## src/rtl/pipe_skid_stage_pkg.sv

```systemverilog
// Shared definitions for the skid-buffered pipeline stage.
// Holds the state encodings and the occupancy decode.
package pipe_skid_stage_pkg;

  typedef enum logic [1:0] {
    ST_EMPTY = 2'd0,
    ST_BUSY  = 2'd1,
    ST_FULL  = 2'd2
  } state_e;

  function automatic logic [1:0] occ_of(state_e s);
    case (s)
      ST_EMPTY: occ_of = 2'd0;
      ST_BUSY:  occ_of = 2'd1;
      ST_FULL:  occ_of = 2'd2;
      default:  occ_of = 2'd0;
    endcase
  endfunction

endpackage

```

## src/rtl/pipe_skid_stage_dfflr.sv

```systemverilog
// General load-enable flop with synchronous active-low clear.
// Used for both the main and skid payload registers.
module sirv_gnrl_dfflr #(
  parameter int DW = 32
) (
  input  logic          clk,
  input  logic          rst,
  input  logic          lden,
  input  logic [DW-1:0] dnxt,
  output logic [DW-1:0] qout
);

  always_ff @(posedge clk) begin
    if (!rst)
      qout <= '0;
    else if (lden)
      qout <= dnxt;
  end

endmodule

```

## src/rtl/pipe_skid_stage.sv

```systemverilog
// Two-entry skid stage: registered valid/ready on both sides.
// Main drives the output; skid absorbs one beat of backpressure.
module pipe_skid_stage
  import pipe_skid_stage_pkg::*;
#(
  parameter int DW = 32
) (
  input  logic          clk,
  input  logic          rst,
  input  logic          flush,
  input  logic          i_valid,
  output logic          i_ready,
  input  logic [DW-1:0] i_data,
  output logic          o_valid,
  input  logic          o_ready,
  output logic [DW-1:0] o_data,
  output logic [1:0]    occ
);

  state_e        state;
  state_e        state_nxt;
  logic          in_hs;
  logic          out_hs;
  logic          main_ld;
  logic          skid_ld;
  logic [DW-1:0] main_d;
  logic [DW-1:0] main_q;
  logic [DW-1:0] skid_q;

  always_ff @(posedge clk) begin
    if (!rst)
      state <= ST_EMPTY;
    else
      state <= state_nxt;
  end

  always_comb begin
    state_nxt = state;
    if (flush) begin
      state_nxt = ST_EMPTY;
    end else begin
      case (state)
        ST_EMPTY: begin
          if (in_hs)
            state_nxt = ST_BUSY;
        end
        ST_BUSY: begin
          if (in_hs && !out_hs)
            state_nxt = ST_FULL;
          else if (!in_hs && out_hs)
            state_nxt = ST_EMPTY;
        end
        ST_FULL: begin
          if (o_ready)
            state_nxt = ST_BUSY;
        end
        default: state_nxt = ST_EMPTY;
      endcase
    end
  end

  // Handshake flags only read registered state, never o_ready -> i_ready.
  always_comb begin
    o_valid = (state != ST_EMPTY);
    i_ready = (state != ST_FULL);
    occ     = occ_of(state);
    in_hs   = i_valid & i_ready;
    out_hs  = o_valid & o_ready;
    main_ld = 1'b0;
    skid_ld = 1'b0;
    main_d  = i_data;
    if (!flush) begin
      case (state)
        ST_EMPTY: main_ld = in_hs;
        ST_BUSY: begin
          main_ld = in_hs & out_hs;
          skid_ld = in_hs & ~o_ready;
        end
        ST_FULL: begin
          main_ld = o_ready;
          main_d  = skid_q;
        end
        default: main_ld = 1'b0;
      endcase
    end
  end

  sirv_gnrl_dfflr #(.DW(DW)) u_main (
    .clk  (clk),
    .rst  (rst),
    .lden (main_ld),
    .dnxt (main_d),
    .qout (main_q)
  );

  sirv_gnrl_dfflr #(.DW(DW)) u_skid (
    .clk  (clk),
    .rst  (rst),
    .lden (skid_ld),
    .dnxt (i_data),
    .qout (skid_q)
  );

  assign o_data = main_q;

endmodule

```

## config.mk

```make
export PLATFORM = sky130hd
export DESIGN_NAME = pipe_skid_stage
export DESIGN_NICKNAME = d
export VERILOG_FILES = /design/src/rtl/pipe_skid_stage_pkg.sv /design/src/rtl/pipe_skid_stage_dfflr.sv /design/src/rtl/pipe_skid_stage.sv
export SDC_FILE = /design/constraint.sdc
export NUM_CORES = 1
export LEC_CHECK = 0
export ABC_AREA = 1
export CORE_MARGIN = 5
export CORE_UTILIZATION = 50
export DETAILED_ROUTE_END_ITERATION = 8
export HOLD_SLACK_MARGIN = 0.1
export PLACE_DENSITY = 0.82
export SYNTH_ARGS = -nofsm -noshare
export SYNTH_HDL_FRONTEND = slang
export SYNTH_SLANG_ARGS = --single-unit
```

## constraint.sdc

```tcl
create_clock -name clk -period 3.7 [get_ports clk]
set_clock_uncertainty 0.15 [all_clocks]
set_input_delay 0.37 -clock clk [delete_from_list [all_inputs] [get_ports clk]]
set_output_delay 0.37 -clock clk [all_outputs]
set_load 0.01 [all_outputs]
```

Yosys cells after proc, flatten, opt, wreduce, memory -nomap -nowiden --
Cells that the tools add are included.
Storage, ports and cells: register bits 66, input port bits 37, output and inout port bits 36, logic and storage cells 35
Cells by class: equality and inequality tests 6, muxes and demuxes 12, bitwise logic cells 6, reductions and logical operators 8
Operators by type and width (count):
- 32-bit 2-to-1 mux | 2
- 2-bit 2-to-1 mux | 4
- 2-bit != test (second input constant) | 3
- 2-bit one-hot mux with 3 select lines | 1
- 1-bit bitwise AND | 4
- 2-bit one-hot mux with 2 select lines | 1
- 1-bit 2-to-1 mux | 3
- 3-bit != test (second input constant) | 1
- 1-bit one-hot mux with 3 select lines | 1
- 3-bit AND reduction | 1
- 2-bit by 1-bit equality test with 1-bit output (second input constant) | 1
- 2-bit equality test (second input constant) | 1
- 1-bit logical AND | 2
- 1-bit logical NOT | 2
- 2-bit logical NOT | 1
- 1-bit inverter | 2
- 2-bit nonzero test | 1
- 2-bit OR reduction | 1

Logic depth before layout (Yosys ltp) --
depth in word-level cells 7, depth in mapped cells 11, depth with buffers taken out 10

Hierarchy --
From an unflattened synthesis, not the netlist that was laid out.
Unflattened totals: cell total of the unflattened synthesis 552, area, all modules 3395.8 sq um
Modules (own cells, without submodules):
- sirv_gnrl_dfflr | instances 2, cells an instance 202, area each 1335.0 sq um, seq. area each 640.6 sq um
- pipe_skid_stage | instances 1, cells an instance 148, area each 725.7 sq um, seq. area each 40.0 sq um

Least setup slack after synthesis --
No wires, ideal clock.
kind flip-flop to flip-flop, from reg state[1], to reg u_main.qout[0], arrival 1.391 ns, data required time 3.437 ns, slack 2.046 ns, cell stages (with the launch flop) 12, period minus slack after synthesis 1.654 ns, path through dfxtp_1 inv_2 nor2_4 nor2_4 ha_1 nand3_1 nand3_2 nand2_4 buf_6 nand2_1 nand2_1 nor2_1
Between the ends: longest elaborated chain between the ends 5, elaborated cells on any way between the ends 12
RTL lines:
- from (decl) | RTL line pipe_skid_stage.sv:20 | state_e state;
- from (signal assigned) | RTL line pipe_skid_stage.sv:34 | state <= state_nxt;
- 2-bit != test or 2-bit nonzero test (tied branches) | RTL line pipe_skid_stage.sv:65, pipe_skid_stage.sv:64
- 1-bit bitwise AND (on tied branches) | RTL line pipe_skid_stage.sv:67, pipe_skid_stage.sv:68
- 1-bit bitwise AND | RTL line pipe_skid_stage.sv:76 | main_ld = in_hs & out_hs;
- 1-bit one-hot mux with 3 select lines | RTL line pipe_skid_stage.sv:73 | case (state)
- 1-bit 2-to-1 mux | RTL line pipe_skid_stage.sv:72 | if (!flush) begin
- to (signal assigned) | RTL line pipe_skid_stage_dfflr.sv:17 | qout <= dnxt;
- to (decl) | RTL line pipe_skid_stage_dfflr.sv:10 | output logic [DW-1:0] qout
Parallel ways exist; a longest one is shown, timed or not. A chain may end at the register's enable or synchronous reset.

Worst setup path after layout --
from reg state[1], to reg u_main.qout[26]
The elaborated chain is that of the path after synthesis.

==> flow_summary_export.csv <==
group,metric,value,unit
timing,setup_viol,0,
critical_path,path_depth,10,
place,port_buffers,72,
synthesis,yosys-top-cells-count,"nand2_1, nor2_1, inv_1",
timing,period_share,57.4,%
global_route,use_met3,4.59,%
cts,cts_max_path_buffers,2,
die,core_area,6280,sq um
drt,vias_per_cell,4.54,
timing,rsz0062_at_grt,"false",
die,num_rows,29,
global_route,grt_start_max_net_pins,65,
timing,setup_tns,0,ns
drt,antenna_left,0,
cts,worstSkewPairLatency,0.33,ns
drt,wire_per_inst,10.2,um
die,die_x,89.9,um
global_route,grt_pass1_vias,2754,
cts,cts-root-buf,"clkbuf_8",
global_route,met2_usage,27.4,%
synthesis,synthTopCellsByArea,"dfxtp_1, nand2_1, nor2_1",
synthesis,synth-edff-count,0,
die,initial_core_util,50.9,%
synthesis,yosysTopAreaCell,"dfxtp_1",
synthesis,ys_types,18,
global_route,grt_overflow,0,
cts,cts_resized,0,
synthesis,synthArstFlopShare,0,%
synthesis,synth-main-ff-cell,"dfxtp_1",
global_route,use_met1,19.1,%
timing,clock.fmax,0.471,GHz
finish,nets,607,
critical_path,crit_fanout,64,
drt,drt_wl_total,6640,um
critical_path,worst_setup_path_start_kind,"register",
critical_path,cp-end-kind,"register",
outcome,status,"finished, final reports clean",
finish,syn_to_final_growth,25.9,%
critical_path,reg2reg_depth,10,
critical_path,critPathTopFamily,"simple AND/OR/NAND/NOR gates",
critical_path,required,3.78,ns
cts,holdBufCountCts,0,
synthesis,syn_inst,509,
finish,drive_gt1_share,4.01,%
synthesis,synth_top_area_share,41.3,%
cts,cts_tree,"done",
synthesis,synth_area,3200,sq um
place,dp_hpwl,4270,um
place,gp_congestion,0.807,
critical_path,slowest_stage,"nand2_4",
job,maxCapViolations,0,
synthesis,avgSynthCellArea,6.28,sq um
worst_hold_path,hold_depth,3,
global_route,grt_busiest_layer,"met2",
critical_path,r2r_slack,1.58,ns
synthesis,ys_ff_latch,66,
cts,numCtsBuffers,9,
die,ios,73,
cts,cts_sinks,66,
critical_path,path_buf_inv,1,
worst_hold_path,hp-class,"in -> reg",
critical_path,cp_cell_sequence,"inv_2 > nor2_4 > nor2_4 > ha_1 > nand3_1 > nand3_2 > nand2_4 > nand2_1 > nand2_1 > nor2_1",
timing,worstMarginPinSlew,0.684,ns
place,dpl.cell_count,634,
global_route,track_usage,16.3,%
timing,hold_violations,0,
drt,drc,0,
synthesis,yosysSeqAreaShare,41.3,%
synthesis,syn_nets,548,
critical_path,arrival,2.20,ns
power,p_per_area,394,nW/um^2
drt,drt_iter0_drc,130,
drt,num_vias,2949,
cts,cts_setup_buffers,0,
power,leakagePower,2.09,nW
finish,fin_cells,650,
timing,period_needed,2.12,ns
critical_path,critPathKind,"reg -> reg",
cts,h-tree-depth,3,
cts,clkTransAtPathRegs,0.07,ns
timing,slew_viol_final,0,
synthesis,yosysWarningCount,0,
power,irDropWorstVdd,0.000261,V
synthesis,yosysMostFrequentCell,"nand2_1",
die,die_y,89.9,um
critical_path,cp_slowest_stage_delay,0.49,ns
drt,dr.pass1.iters,4,
die,dieArea,8090,sq um
global_route,antenna_found_initial,0,
finish,diodes,0,
global_route,grt_pass1_wl,11300,um
timing,relSlewSlack,54.4,%
## worst reg2reg max path: cells and delay by family, from the launching register on
| family | cells | cell delay [ns] |
|---|---|---|
| fa+ha+maj | 1 | 0.20 |
| flops | 1 | 0.38 |
| buf+inv | 1 | 0.07 |
| simple gates | 8 | 1.23 |
## state kept, by name, summed over array words and instances (netlist names)
name         count
state            2
u_main.qout     32
u_skid.qout     32
## cells by family (layout without fill, tap and decap cells)
family,count (synthesis),count (layout),synth area share (%)
buffers and inverters,100,164,14.7
DFF,66,66,41.3
adders and majority gates,2,2,0.783
AOI/OAI and AO/OA,34,34,5.40
and+or+nand+nor,307,307,37.7
## power by group
part,leakage [nW],switching [mW],internal [mW],total [mW]
registers,0.538,0.0158,0.741,0.757
logic,1.45,0.110,0.115,0.225
clock network,0.101,0.255,0.348,0.604
## per-layer routing
metal	vias up	routed length, um
li1	1598	-
met1	1265	3160
met2	76	2980
met3	10	391
met4	0	110
met5	-	0
## layout make-up
cell class / count / area [sq um]
Clock buffer: 14 / 163
Clock inverter: 2 / 35.0
Fill cell: 598 / 2250
Inverter: 75 / 282
Multi-Input combinational cell: 343 / 1400
Sequential cell: 66 / 1320
Tap cell: 77 / 96.3
Timing Repair Buffer: 73 / 723
## metrics by stage
step / setup WS (ns) / area [sq um] / power, mW / hold slack (ns) / utilization (%)
finish: 1.58 / 4020 / 1.59 / 0.338 / 64.1
global route: 1.37 / 4020 / 1.67 / 0.358 / 64.1
CTS: 1.58 / 4020 / 1.61 / 0.330 / 64.1
detailed placement: 1.28 / 3830 / 0.999 / 0.355 / 61.0
global placement: 1.38 / 3830 / 0.994 / 0.347 / 61.0
floorplan: 2.05 / 3200 / 0.891 / 0.345 / -
## final timing paths
path | to | startpoint
worst max-delay path | u_main.qout[26]$_SDFFE_PN0P_ | state[1]$_SDFFE_PP0P_
worst min-delay path | u_main.qout[10]$_SDFFE_PN0P_ | rst
worst max register to register | u_main.qout[26]$_SDFFE_PN0P_ | state[1]$_SDFFE_PP0P_
worst min register to register | u_main.qout[31]$_SDFFE_PN0P_ | u_main.qout[31]$_SDFFE_PN0P_
## placed cells by master (no fill, tap or decap), types with 2 or more instances in the layout
cell and n:
nand3_1 3, clkbuf_8 11, clkbuf_1 3, o21ai_1 32
clkdlybuf4s50_1 71, nand2_4 2, dfxtp_1 66, inv_2 2
nor2_1 132, ha_1 2, nor2_4 2, nand2_1 166
inv_1 73
Note: power is estimated with default switching activity, not from simulation.
